**src/rtl/pingpong_buf_if.sv**
```systemverilog
// pingpong_buf_if: producer/consumer handshake and mux2 feed signals of the ping-pong buffer
interface pingpong_buf_if #(parameter int WIDTH = 8);
  logic [WIDTH-1:0] din;
  logic             in_valid;
  logic             in_ready;
  logic             out_ready;
  logic             out_valid;
  logic [WIDTH-1:0] d0;
  logic [WIDTH-1:0] d1;
  logic             s;
  logic [1:0]       count;
  logic             ovf_err;
  modport master (
    output din, in_valid, out_ready,
    input  in_ready, out_valid, d0, d1, s, count, ovf_err
  );
  modport slave (
    input  din, in_valid, out_ready,
    output in_ready, out_valid, d0, d1, s, count, ovf_err
  );
endinterface

```
**src/rtl/pingpong_buf.sv**
```systemverilog
// pingpong_buf: two-bank FIFO whose read pointer drives mux2.s so mux2.y is the oldest word
module pingpong_buf #(
  parameter int WIDTH = 8
) (
  input  logic           clk,
  input  logic           reset,
  pingpong_buf_if.slave  bus
);
  logic [WIDTH-1:0] bank0_q, bank0_d, bank1_q, bank1_d;
  logic             wr_q, wr_d, rd_q, rd_d, ovf_q, ovf_d;
  logic [1:0]       cnt_q, cnt_d;
  logic             push, pop;
  assign bus.in_ready  = cnt_q != 2'd2;
  assign bus.out_valid = cnt_q != 2'd0;
  assign bus.s         = rd_q;
  assign bus.d0        = bank0_q;
  assign bus.d1        = bank1_q;
  assign bus.count     = cnt_q;
  assign bus.ovf_err   = ovf_q;
  // popped banks keep stale data; only the write pointer selects which bank is overwritten
  always_comb begin
    push    = bus.in_valid & bus.in_ready;
    pop     = bus.out_valid & bus.out_ready;
    bank0_d = (push & ~wr_q) ? bus.din : bank0_q;
    bank1_d = (push & wr_q) ? bus.din : bank1_q;
    wr_d    = wr_q ^ push;
    rd_d    = rd_q ^ pop;
    cnt_d   = cnt_q + {1'b0, push} - {1'b0, pop};
    ovf_d   = ovf_q | (bus.in_valid & ~bus.in_ready);
  end
  always_ff @(posedge clk) begin
    if (reset) begin
      bank0_q <= '0;
      bank1_q <= '0;
      wr_q    <= 1'b0;
      rd_q    <= 1'b0;
      cnt_q   <= 2'd0;
      ovf_q   <= 1'b0;
    end else begin
      bank0_q <= bank0_d;
      bank1_q <= bank1_d;
      wr_q    <= wr_d;
      rd_q    <= rd_d;
      cnt_q   <= cnt_d;
      ovf_q   <= ovf_d;
    end
  end
endmodule

```
**src/flat_wrapper.sv**
```systemverilog
// flat-port wrapper written by rule: the top's interface ports become plain ports
module pingpong_buf_flat 
#(
  parameter int WIDTH = 8
)
  (clk, reset, bus_din, bus_in_valid, bus_out_ready, bus_in_ready, bus_out_valid, bus_d0, bus_d1, bus_s, bus_count, bus_ovf_err);
  pingpong_buf_if #(.WIDTH(WIDTH)) bus_i ();
  input  logic clk;
  input  logic reset;
  input wire logic [$bits(bus_i.din)-1:0] bus_din;
  input wire logic [$bits(bus_i.in_valid)-1:0] bus_in_valid;
  input wire logic [$bits(bus_i.out_ready)-1:0] bus_out_ready;
  output wire logic [$bits(bus_i.in_ready)-1:0] bus_in_ready;
  output wire logic [$bits(bus_i.out_valid)-1:0] bus_out_valid;
  output wire logic [$bits(bus_i.d0)-1:0] bus_d0;
  output wire logic [$bits(bus_i.d1)-1:0] bus_d1;
  output wire logic [$bits(bus_i.s)-1:0] bus_s;
  output wire logic [$bits(bus_i.count)-1:0] bus_count;
  output wire logic [$bits(bus_i.ovf_err)-1:0] bus_ovf_err;
  assign bus_i.din = bus_din;
  assign bus_i.in_valid = bus_in_valid;
  assign bus_i.out_ready = bus_out_ready;
  assign bus_in_ready = bus_i.in_ready;
  assign bus_out_valid = bus_i.out_valid;
  assign bus_d0 = bus_i.d0;
  assign bus_d1 = bus_i.d1;
  assign bus_s = bus_i.s;
  assign bus_count = bus_i.count;
  assign bus_ovf_err = bus_i.ovf_err;
  pingpong_buf #(.WIDTH(WIDTH)) u_core (.clk(clk), .reset(reset), .bus(bus_i));
endmodule
```
**config.mk**
```make
export PLATFORM = sky130hd
export DESIGN_NAME = pingpong_buf_flat
export DESIGN_NICKNAME = d
export VERILOG_FILES = /design/src/rtl/pingpong_buf_if.sv /design/src/rtl/pingpong_buf.sv /design/src/flat_wrapper.sv
export SDC_FILE = /design/constraint.sdc
export NUM_CORES = 1
export LEC_CHECK = 0
export ABC_AREA = 1
export BUFFER_PORTS_ARGS = -buffer_cell sky130_fd_sc_hd__buf_2
export CAP_MARGIN = 20
export CORE_MARGIN = 1
export CORE_UTILIZATION = 36
export DETAILED_ROUTE_END_ITERATION = 10
export GPL_TIMING_DRIVEN = 0
export PLACE_DENSITY = 0.68
export REMOVE_ABC_BUFFERS = 1
export SYNTH_ARGS = -nofsm -noshare
export SYNTH_HDL_FRONTEND = slang
export SYNTH_SLANG_ARGS = --single-unit
```
**constraint.sdc**
```tcl
create_clock -name clk -period 2 [get_ports clk]
set_input_delay 0.6 -clock clk [delete_from_list [all_inputs] [get_ports clk]]
set_output_delay 0.6 -clock clk [all_outputs]
set_load 0.01 [all_outputs]
```
==> reports/metrics.yaml <==
placed_design:
  placed_area_sq_mm: 0.00101
  gp_congestion: 0.675
  post-dp-hpwl_mm: 1.35
  io_buffers: 33
sta:
  rsz0062_at_grt: "false"
  finalHoldViolations: 0
  slew_headroom_pct: 78.7
  max_clock_freq_mhz: 592
  slew_violations: 0
  finalCritPeriodShare_pct: 84.4
  fin_skew_ns: 0.00301
  worst_pin_slew_ns: 0.319
  layout_min_cycle_time_ns: 1.69
  setup_violations: 0
setup_path:
  end_kind: "output port"
  cpPeakStageDelay_ns: 0.49
  startpoint: "u_core.bus.count[1]"
  cp.required_ns: 1.40
  worstPathCellList: "inv_1 > nand2_2 > buf_2"
  critPathLaunchType: "flop"
  r2r-start: "u_core.bus.count[0]"
  path_class: "reg2out"
  crit_buf_inv: 2
  worst_ep_arrival_time_ns: 1.09
  critPathTopFamily: "flip-flops"
  cp_slowest_cell: "dfxtp_1"
  crit_path_max_fanout: 8
layout:
  nNetsFinal: 158
  drive_above_1_share_pct: 29.8
  area_growth_pct: 26.2
  fin_area_sq_mm: 0.00104
  antenna_cells: 0
detailed_routing:
  vias: 776
  drc: 0
  first_iter_violations: 7
  drtPass1Iterations: 4
  routed_wl_mm: 1.78
  wl_per_cell_um: 10.6
  detail-route-antenna-nets: 0
  via_per_inst: 4.62
synth:
  synth_cells: 105
  postSynthAreaPerCell_sq_um: 7.82
  synth_area_sq_um: 821
  synth-seq-cells: 21
  ys_warn_count: 0
  ys_types: 15
  ys_seq_area_share_pct: 51.2
clock_network:
  clockRootBuffer: "clkbuf_4"
  cts_max_level: 1
  cts.sinks: 21
  numCtsBuffers: 3
  clockBufferDepth: 2
  postCtsSetupBuffers: 0
  clock_latency_ns: 0.30
  clkTransAtPathRegs_ns: 0.11
  cts_tree: "done"
power_and_ir_drop:
  p_per_area_mw_per_mm2: 1250
  leakagePower_nw: 0.553
  ir_worst_vdd_mv: 0.650
  power_mw: 1.29
grt:
  antenna_found_initial: 0
  grt_start_max_net_pins: 19
  grt_util_met1_pct: 18.8
  grt_pass1_wl_mm: 3.02
  grt_overflow: 0
  grt_util_all_layers_pct: 16.1
  grt_pass1_vias: 734
  grtUsageMet2_pct: 27.3
  top_usage_layer: "met2"
  groute.layer.met3.usage_pct: 3.70
die:
  die-height_um: 49.8
  dieArea_sq_mm: 0.00248
  core_region_area_sq_mm: 0.00204
  rows: 16
  initial_utilization_pct: 40.2
  pin_count: 34
  die_w_um: 49.8
status:
  run_status: "complete, no violations"
run:
  drv.max_cap_violation_count: 0
hold_path:
  hold_path.startpoint: "u_core.bus.ovf_err"
  hp-class: "reg2reg"
[routing by layer]
layer / part of all wire, % / up-vias
met1: 45 / 347
met4: 1.9 / 0
met2: 48 / 23
li1: - / 402
met5: 0 / -
met3: 5.6 / 4
[cell type report]
type / instances / area [sq um]
clock buffer: 3 / 22.5
tap: 27 / 33.8
multi-input combinational: 71 / 344
sequential: 21 / 420
clock inverter: 1 / 5.00
fill: 219 / 1010
timing repair buffer: 33 / 165
inverter: 12 / 45.0
[synth_stat cells]
master,instances,area (sq um)
a21boi_0,1,7.51
a21oi_1,2,10.0
buf_6,1,11.3
dfxtp_1,21,420
ha_1,4,50.1
inv_1,10,37.5
inv_2,2,7.51
nand2_1,5,18.8
nand2_2,1,6.26
nand3_1,3,15.0
nor2_1,37,139
nor2_2,1,6.26
nor2_4,1,11.3
o21ai_0,14,70.1
o21ai_1,2,10.0
[power by group]
| part | total (mW) | switching [mW] | internal, mW | leakage [nW] |
|---|---|---|---|---|
| Sequential | 0.592 | 0.0684 | 0.524 | 0.173 |
| Combinational | 0.503 | 0.304 | 0.199 | 0.363 |
| Clock | 0.199 | 0.124 | 0.0745 | 0.0177 |
[cells by family (layout without fill, tap and decap cells)]
logic type	after synthesis	after routing	synth area share, %
buffers and inverters	13	49	6.86
AO/OA/AOI/OAI	19	19	11.9
AND/OR/NAND/NOR	48	48	23.9
adder cells (fa/ha/maj)	4	4	6.10
flip-flops	21	21	51.2
[worst reg2reg max path: stages (launching register included)]
cell	delay, ns
dfxtp_1	0.38
inv_1	0.12
a21boi_1	0.28
ha_1	0.39
inv_1	0.21
nor2_1	0.13
nor2_1	0.06
[cells in the final DEF, fill, tap and decap left out]
| cell | instances |
|---|---|
| buf_2 | 33 |
| nand3_1 | 3 |
| nand2_2 | 1 |
| ha_1 | 4 |
| nor2_2 | 1 |
| clkbuf_4 | 3 |
| inv_1 | 10 |
| nand2_1 | 5 |
| dfxtp_1 | 21 |
| o21ai_1 | 2 |
| clkinv_2 | 1 |
| o21ai_0 | 14 |
| inv_2 | 2 |
| nor2_4 | 1 |
| a21oi_1 | 2 |
| a21boi_1 | 1 |
| nor2_1 | 37 |
[state kept, by name (all words and copies together), names as in the netlist]
signal / cells
u_core.bus.d0: 8
u_core.bus.d1: 8
u_core.bus.count: 2
u_core.bus.ovf_err: 1
u_core.bus.s: 1
u_core.wr_q: 1
[through the flow]
step	TNS (ns)	utilization, %	instances	setup slack, ns	hold WS [ns]
after global placement	0	49.4	164	0.0478	0.437
after detailed placement	-0.339	49.4	164	-0.0546	0.440
final	0	50.7	168	0.312	0.454
after global routing	0	50.7	168	0.128	0.474
after CTS	0	50.7	168	0.138	0.458
after floorplan	0	-	104	0.426	0.468
[worst paths after layout]
path,to,slack [ns],cells after the start
worst max register to register,u_core.bus.d1[5],0.33,6
worst min register to register,u_core.bus.ovf_err,0.45,2
worst max-delay path,bus_out_valid,0.31,3
worst min-delay path,u_core.bus.ovf_err,0.45,2
[timing repair]
action	CTS	global route
hold buffers	0	0
resized for setup	0	1
setup endpoints to repair	0	7
(Power assumes the default switching activity.)
